--- config.mk ---
export PLATFORM = sky130hd
export DESIGN_NAME = compare15_table
export DESIGN_NICKNAME = d
export VERILOG_FILES = /design/src/rtl/compare15_table.sv
export SDC_FILE = /design/constraint.sdc
export NUM_CORES = 1
export LEC_CHECK = 0
export ABC_AREA = 0
export BUFFER_PORTS_ARGS = -buffer_cell sky130_fd_sc_hd__buf_2
export CORE_MARGIN = 2
export CORE_UTILIZATION = 47
export DETAILED_ROUTE_END_ITERATION = 10
export PLACE_DENSITY = 0.76
export SETUP_SLACK_MARGIN = 0.15
export SYNTH_ARGS = -nofsm -noshare
export SYNTH_HDL_FRONTEND = slang
export SYNTH_SLANG_ARGS = --single-unit
--- constraint.sdc ---
create_clock -name clk -period 1.6 [get_ports clk]
set_input_delay 0.24 -clock clk [delete_from_list [all_inputs] [get_ports clk]]
set_output_delay 0.24 -clock clk [all_outputs]
set_load 0.05 [all_outputs]
--- src/rtl/compare15_table.sv ---
// compare15_table: register file and handshake front end for the 15-entry
// compare15 matcher. It holds the table and registers the search key. After
// one evaluation cycle it captures the matcher's verdict into a held result
// and keeps saturating hit/miss statistics.
module compare15_table #(
    parameter int CNT_W = 16
) (
    input  logic               clk,
    input  logic               rst_n,
    input  logic               wr_en,
    input  logic [3:0]         wr_addr,
    input  logic [7:0]         wr_data,
    input  logic               srch_valid,
    input  logic [7:0]         srch_key,
    output logic               srch_ready,
    output logic [7:0]         cmp_key,
    output logic [119:0]       ent_bus,
    input  logic               cmp_match,
    input  logic [3:0]         cmp_index,
    output logic               rslt_valid,
    input  logic               rslt_ready,
    output logic               rslt_match,
    output logic [3:0]         rslt_index,
    input  logic               clr_cnt,
    output logic [CNT_W-1:0]   hit_cnt,
    output logic [CNT_W-1:0]   miss_cnt
);

    // Table depth is fixed by the matcher.
    localparam int N_ENT = 15;
    localparam logic [CNT_W-1:0] CNT_MAX = {CNT_W{1'b1}};

    typedef enum logic [1:0] {
        IDLE = 2'd0,
        EVAL = 2'd1,
        RESP = 2'd2
    } state_t;

    state_t            state_q, state_d;
    logic [7:0]        key_q, key_d;
    logic              rslt_valid_q, rslt_valid_d;
    logic              rslt_match_q, rslt_match_d;
    logic [3:0]        rslt_index_q, rslt_index_d;
    logic [CNT_W-1:0]  hit_q, hit_d;
    logic [CNT_W-1:0]  miss_q, miss_d;
    logic              hit_inc, miss_inc;

    // Table entries. Address 15 matches no entry, so writes to it are
    // dropped. Writes land in any state; a search in EVAL sees the pre-edge
    // value because the capture happens on the same edge as the write.
    genvar gi;
    generate
        for (gi = 0; gi < N_ENT; gi++) begin : g_ent
            logic [7:0] ent_q;

            // Per-entry storage with write strobe decode.
            always_ff @(posedge clk or negedge rst_n) begin
                if (!rst_n) begin
                    ent_q <= 8'h00;
                end else if (wr_en && (wr_addr == 4'(gi))) begin
                    ent_q <= wr_data;
                end
            end

            assign ent_bus[8*gi +: 8] = ent_q;
        end
    endgenerate

    // State, key, result and statistics registers.
    always_ff @(posedge clk or negedge rst_n) begin
        if (!rst_n) begin
            state_q      <= IDLE;
            key_q        <= 8'h00;
            rslt_valid_q <= 1'b0;
            rslt_match_q <= 1'b0;
            rslt_index_q <= 4'd0;
            hit_q        <= '0;
            miss_q       <= '0;
        end else begin
            state_q      <= state_d;
            key_q        <= key_d;
            rslt_valid_q <= rslt_valid_d;
            rslt_match_q <= rslt_match_d;
            rslt_index_q <= rslt_index_d;
            hit_q        <= hit_d;
            miss_q       <= miss_d;
        end
    end

    // Next-state logic: accept in IDLE, capture in EVAL, hold in RESP.
    always_comb begin
        state_d      = state_q;
        key_d        = key_q;
        rslt_valid_d = rslt_valid_q;
        rslt_match_d = rslt_match_q;
        rslt_index_d = rslt_index_q;
        hit_inc      = 1'b0;
        miss_inc     = 1'b0;

        case (state_q)
            IDLE: begin
                if (srch_valid) begin
                    key_d   = srch_key;
                    state_d = EVAL;
                end
            end
            EVAL: begin
                rslt_match_d = cmp_match;
                rslt_index_d = cmp_match ? cmp_index : 4'd0;
                rslt_valid_d = 1'b1;
                hit_inc      = cmp_match;
                miss_inc     = ~cmp_match;
                state_d      = RESP;
            end
            RESP: begin
                if (rslt_ready) begin
                    rslt_valid_d = 1'b0;
                    state_d      = IDLE;
                end
            end
            default: begin
                state_d = IDLE;
            end
        endcase
    end

    // Saturating statistics; a clear beats a same-cycle increment.
    always_comb begin
        hit_d  = hit_q;
        miss_d = miss_q;
        if (clr_cnt) begin
            hit_d  = '0;
            miss_d = '0;
        end else begin
            if (hit_inc && (hit_q != CNT_MAX)) begin
                hit_d = hit_q + CNT_W'(1);
            end
            if (miss_inc && (miss_q != CNT_MAX)) begin
                miss_d = miss_q + CNT_W'(1);
            end
        end
    end

    assign srch_ready = (state_q == IDLE);
    assign cmp_key    = key_q;
    assign rslt_valid = rslt_valid_q;
    assign rslt_match = rslt_match_q;
    assign rslt_index = rslt_index_q;
    assign hit_cnt    = hit_q;
    assign miss_cnt   = miss_q;

endmodule

==> summary.md <==
| Metric | Value |
|---|---|
| TritonCTS clock tree | `done` |
| Post-DP HPWL | `around 12000 um` |
| Clk slew on worst S/H paths | `around 60 ps` |
| I/O Pins | `a little under 200` |
| Min-Delay Endpoint | `state_q[1]` |
| Routed WL per cell | `approximately 19 um` |
| Worst EP required | `approximately 2000 ps` |
| First-pass DRT Iterations | `5` |
| Core Region | `0.0145 sq mm` |
| Skew final | `between 8 and 9 ps` |
| Initial antenna violation count | `0` |
| Slew @ Worst Pin | `between 400 and 500 ps` |
| FILL cells | `1054` |
| Post-Syn Area | `approximately 0.0069 sq mm` |
| Crit start category | `flop` |
| Antenna-violating nets left | `0` |
| Part of the power in combinational logic | `a little under two fifths` |
| RR Startpoint | `state_q[1]` |
| Crit Path Class | `flop to flop` |
| Worst hold start | `rslt_ready` |
| Worst reg2reg path depth | `5` |
| CTS H-tree lvls | `4` |
| Synth Register Bits | `about 170` |
| Final Util | `between 60 and 70%` |
| RSZ-0062 raised after global routing | `true` |
| Max-slew violations | `0` |
| Seq/Total Area, Yosys | `between 60% and 70%` |
| Crit path DAT | `approximately 1900 ps` |
| VDD IR max | `slightly below 0.001 V` |
| Finished Cell Area | `0.00962 sq mm` |
| Die ar. | `0.0157 sq mm` |
| Worst hold path class | `primary input to flop` |
| Num CTS Buffers | `17` |
| Final setup fails | `0` |
| Largest net degree at the start of global routing | `46` |
| Commonest cells after routing, fill and taps aside | `179 x buf_2, 134 x dfrtp_1, 121 x mux2_2` |
| Starting Density | `47.9%` |
| Via count | `just over 5000` |
| Routability cong. | `roughly 0.84` |
| Sinks on Clock Net | `around 170` |
| Mean Syn Cell Area | `between 10 and 15 sq um` |
| Pwr Total | `15.8 mW` |
| Psw | `between 6 and 7 mW` |
| Register share of total power | `~36%` |
| Leak | `4.58 nW` |
| DRT iter0 DRCs | `about 290` |
| Worst-skew pair later-pin latency | `around 420 ps` |
| Share of cells above drive strength 1 | `between 60% and 70%` |
| Slew Limit Headroom | `~73%` |
| First-pass GRT wire length | `28200 um` |
| IO Port Bufs | `between 150 and 200` |
| Commonest non-fill, non-tap cell in the layout | `buf_2` |
| DRC | `0` |
| Die height | `between 100 and 150 um` |
| Crit share post-route | `between 90% and 100%` |
| Status | `finished, final reports clean` |
| Fraction of registers with async set/reset | `100%` |
| R2R Path End | `hit_cnt[12]` |
| Nets | `between 800 and 900` |
| Clk network pwr share | `approximately a quarter` |
| Crit path max fanout | `7` |
| Die width | `about 130 um` |
| Worst reg-to-reg setup slack | `between 60 and 70 ps` |
| WHS Path Cells | `2` |
| Fmax | `0.650 GHz` |
| Pwr per Cell Area | `approximately 1600 mW/mm^2` |
| Root Driver | `clkbuf_16` |
| Total GRT Usage | `a little under a quarter` |
| Placed Area | `approximately 0.0085 sq mm` |
| Clk buf depth | `2` |
| Sw Share | `roughly two fifths` |
| Total length of routed wires | `approximately 18000 um` |
| Vias in the first global route | `approximately 5300` |
| Max Cap Viol | `0` |
| Synth Warn # | `0` |
| Top FF cell, synth | `dfrtp_1` |
| Syn_nets | `roughly 540` |
| Gate Count Post-Synth | `approximately 510` |
| Area grow syn2layout | `38.7%` |
| Final hold violations | `0` |
| Synth unique cells | `between 40 and 50` |
| Pint | `between 9 and 10 mW` |
| Ant. Diodes | `0` |
| Placement Rows | `44` |
| Post-synth EDFFs | `0` |
| Tmin final | `between 1500 and 2000 ps` |
| CP endpoint kind | `flop` |
| GRT overflow | `0` |
| Vias per inst | `about 5.3` |
[worst max-delay path by stage]
stage	startpoint	endpoint	slack, ps	cells past startpoint
6_report	state_q[1]	hit_cnt[12]	60	5
5_1_grt	state_q[1]	miss_cnt[11]	-30	5
3_5_place_dp	state_q[1]	hit_cnt[6]	20	5
3_3_place_gp	state_q[1]	hit_cnt[6]	70	5
4_1_cts	state_q[1]	srch_ready	50	3
2_1_floorplan	hit_cnt[8]	hit_cnt[6]	-160	7
[per-stage QoR]
step           setup TNS [ps]  hold WS (ps)  worst slack (ps)  std cells
2_1_floorplan           -1000         -55.6              -159        508
6_report                    0          39.0              62.0        965
3_5_place_dp                0           183              18.8        904
4_1_cts                     0          12.5              45.0        960
3_3_place_gp                0           184              65.1        904
5_1_grt                 -35.6          33.1             -26.8        965
[routing by layer]
layer	up-vias	GRT usage, %	routed length, um
met3	33	6.12	953
met4	0	8.56	393
met1	2608	28.0	7380
met2	181	38.7	9270
met5	-	0	0
li1	2301	-	-
[kinds of logic (layout without fill, tap and decap cells)]
logic type / Yosys count / count (layout) / share of synthesized area [%]
muxes: 129 / 129 / 20.9
buffers and inverters: 24 / 297 / 1.53
and+or+nand+nor: 138 / 138 / 11.1
AOI/OAI and AO/OA: 20 / 20 / 2.00
DFF: 168 / 168 / 60.6
xor gates and xnor gates: 27 / 27 / 3.41
adders and majority gates: 2 / 2 / 0.361
[cells in the mapped netlist, types with 3 or more instances]
master	count	area, sq um
o21ai_0	6	30.0
nand2_1	23	86.3
nand4_1	10	62.6
or3_1	3	18.8
and4_1	4	35.0
clkbuf_1	19	71.3
and3_1	8	50.1
nor2_1	40	150
nand3_1	16	80.1
and2_1	6	37.5
a21oi_1	6	30.0
dfrtp_1	168	4200
nand2b_1	7	43.8
nor2b_1	3	18.8
xnor2_1	11	96.3
xor2_1	16	140
mux2_2	128	1440
[power groups by stage]
stage	Combinational [mW]	Clock, mW	Sequential [mW]
4_1_cts	5.93	4.27	5.67
3_3_place_gp	5.70	0	5.68
6_report	5.96	4.18	5.68
5_1_grt	6.17	4.50	5.79
2_1_floorplan	1.18	0	8.85
3_5_place_dp	5.78	0	5.76
[critical path, stage by stage, from the launching register on]
cell and delay [ps]:
dfrtp_2 460, and3b_2 330, and2_4 180, nand4_1 110, xnor2_1 210, nor2b_2 170
[flip-flops by register name (all words and copies together), names as in the netlist]
| name | count |
|---|---|
| cmp_key | 8 |
| g_ent.ent_q | 120 |
| hit_cnt | 16 |
| miss_cnt | 16 |
| rslt_index | 4 |
| rslt_match | 1 |
| rslt_valid | 1 |
| state_q | 2 |
[timing repair]
item                                    4_1_cts  5_1_grt
endpoints found under the setup margin       27       50
gates resized for setup                      30       52
setup buffers                                23        5
hold endpoints to repair                     33        0
hold buffers                                  1        0
pin swaps                                    28       33
[cell type report]
cell class | count | area, sq um | area share [%]
sequential | 168 | 4250 | 44.2
multi-input combinational | 316 | 2900 | 30.2
timing repair buffer | 263 | 1620 | 16.8
clock buffer | 21 | 480 | 5.00
tap | 184 | 230 | 2.39
clock inverter | 11 | 133 | 1.38
inverter | 2 | 7.51 | 0.0781
Power figures use the tool's default switching activity.
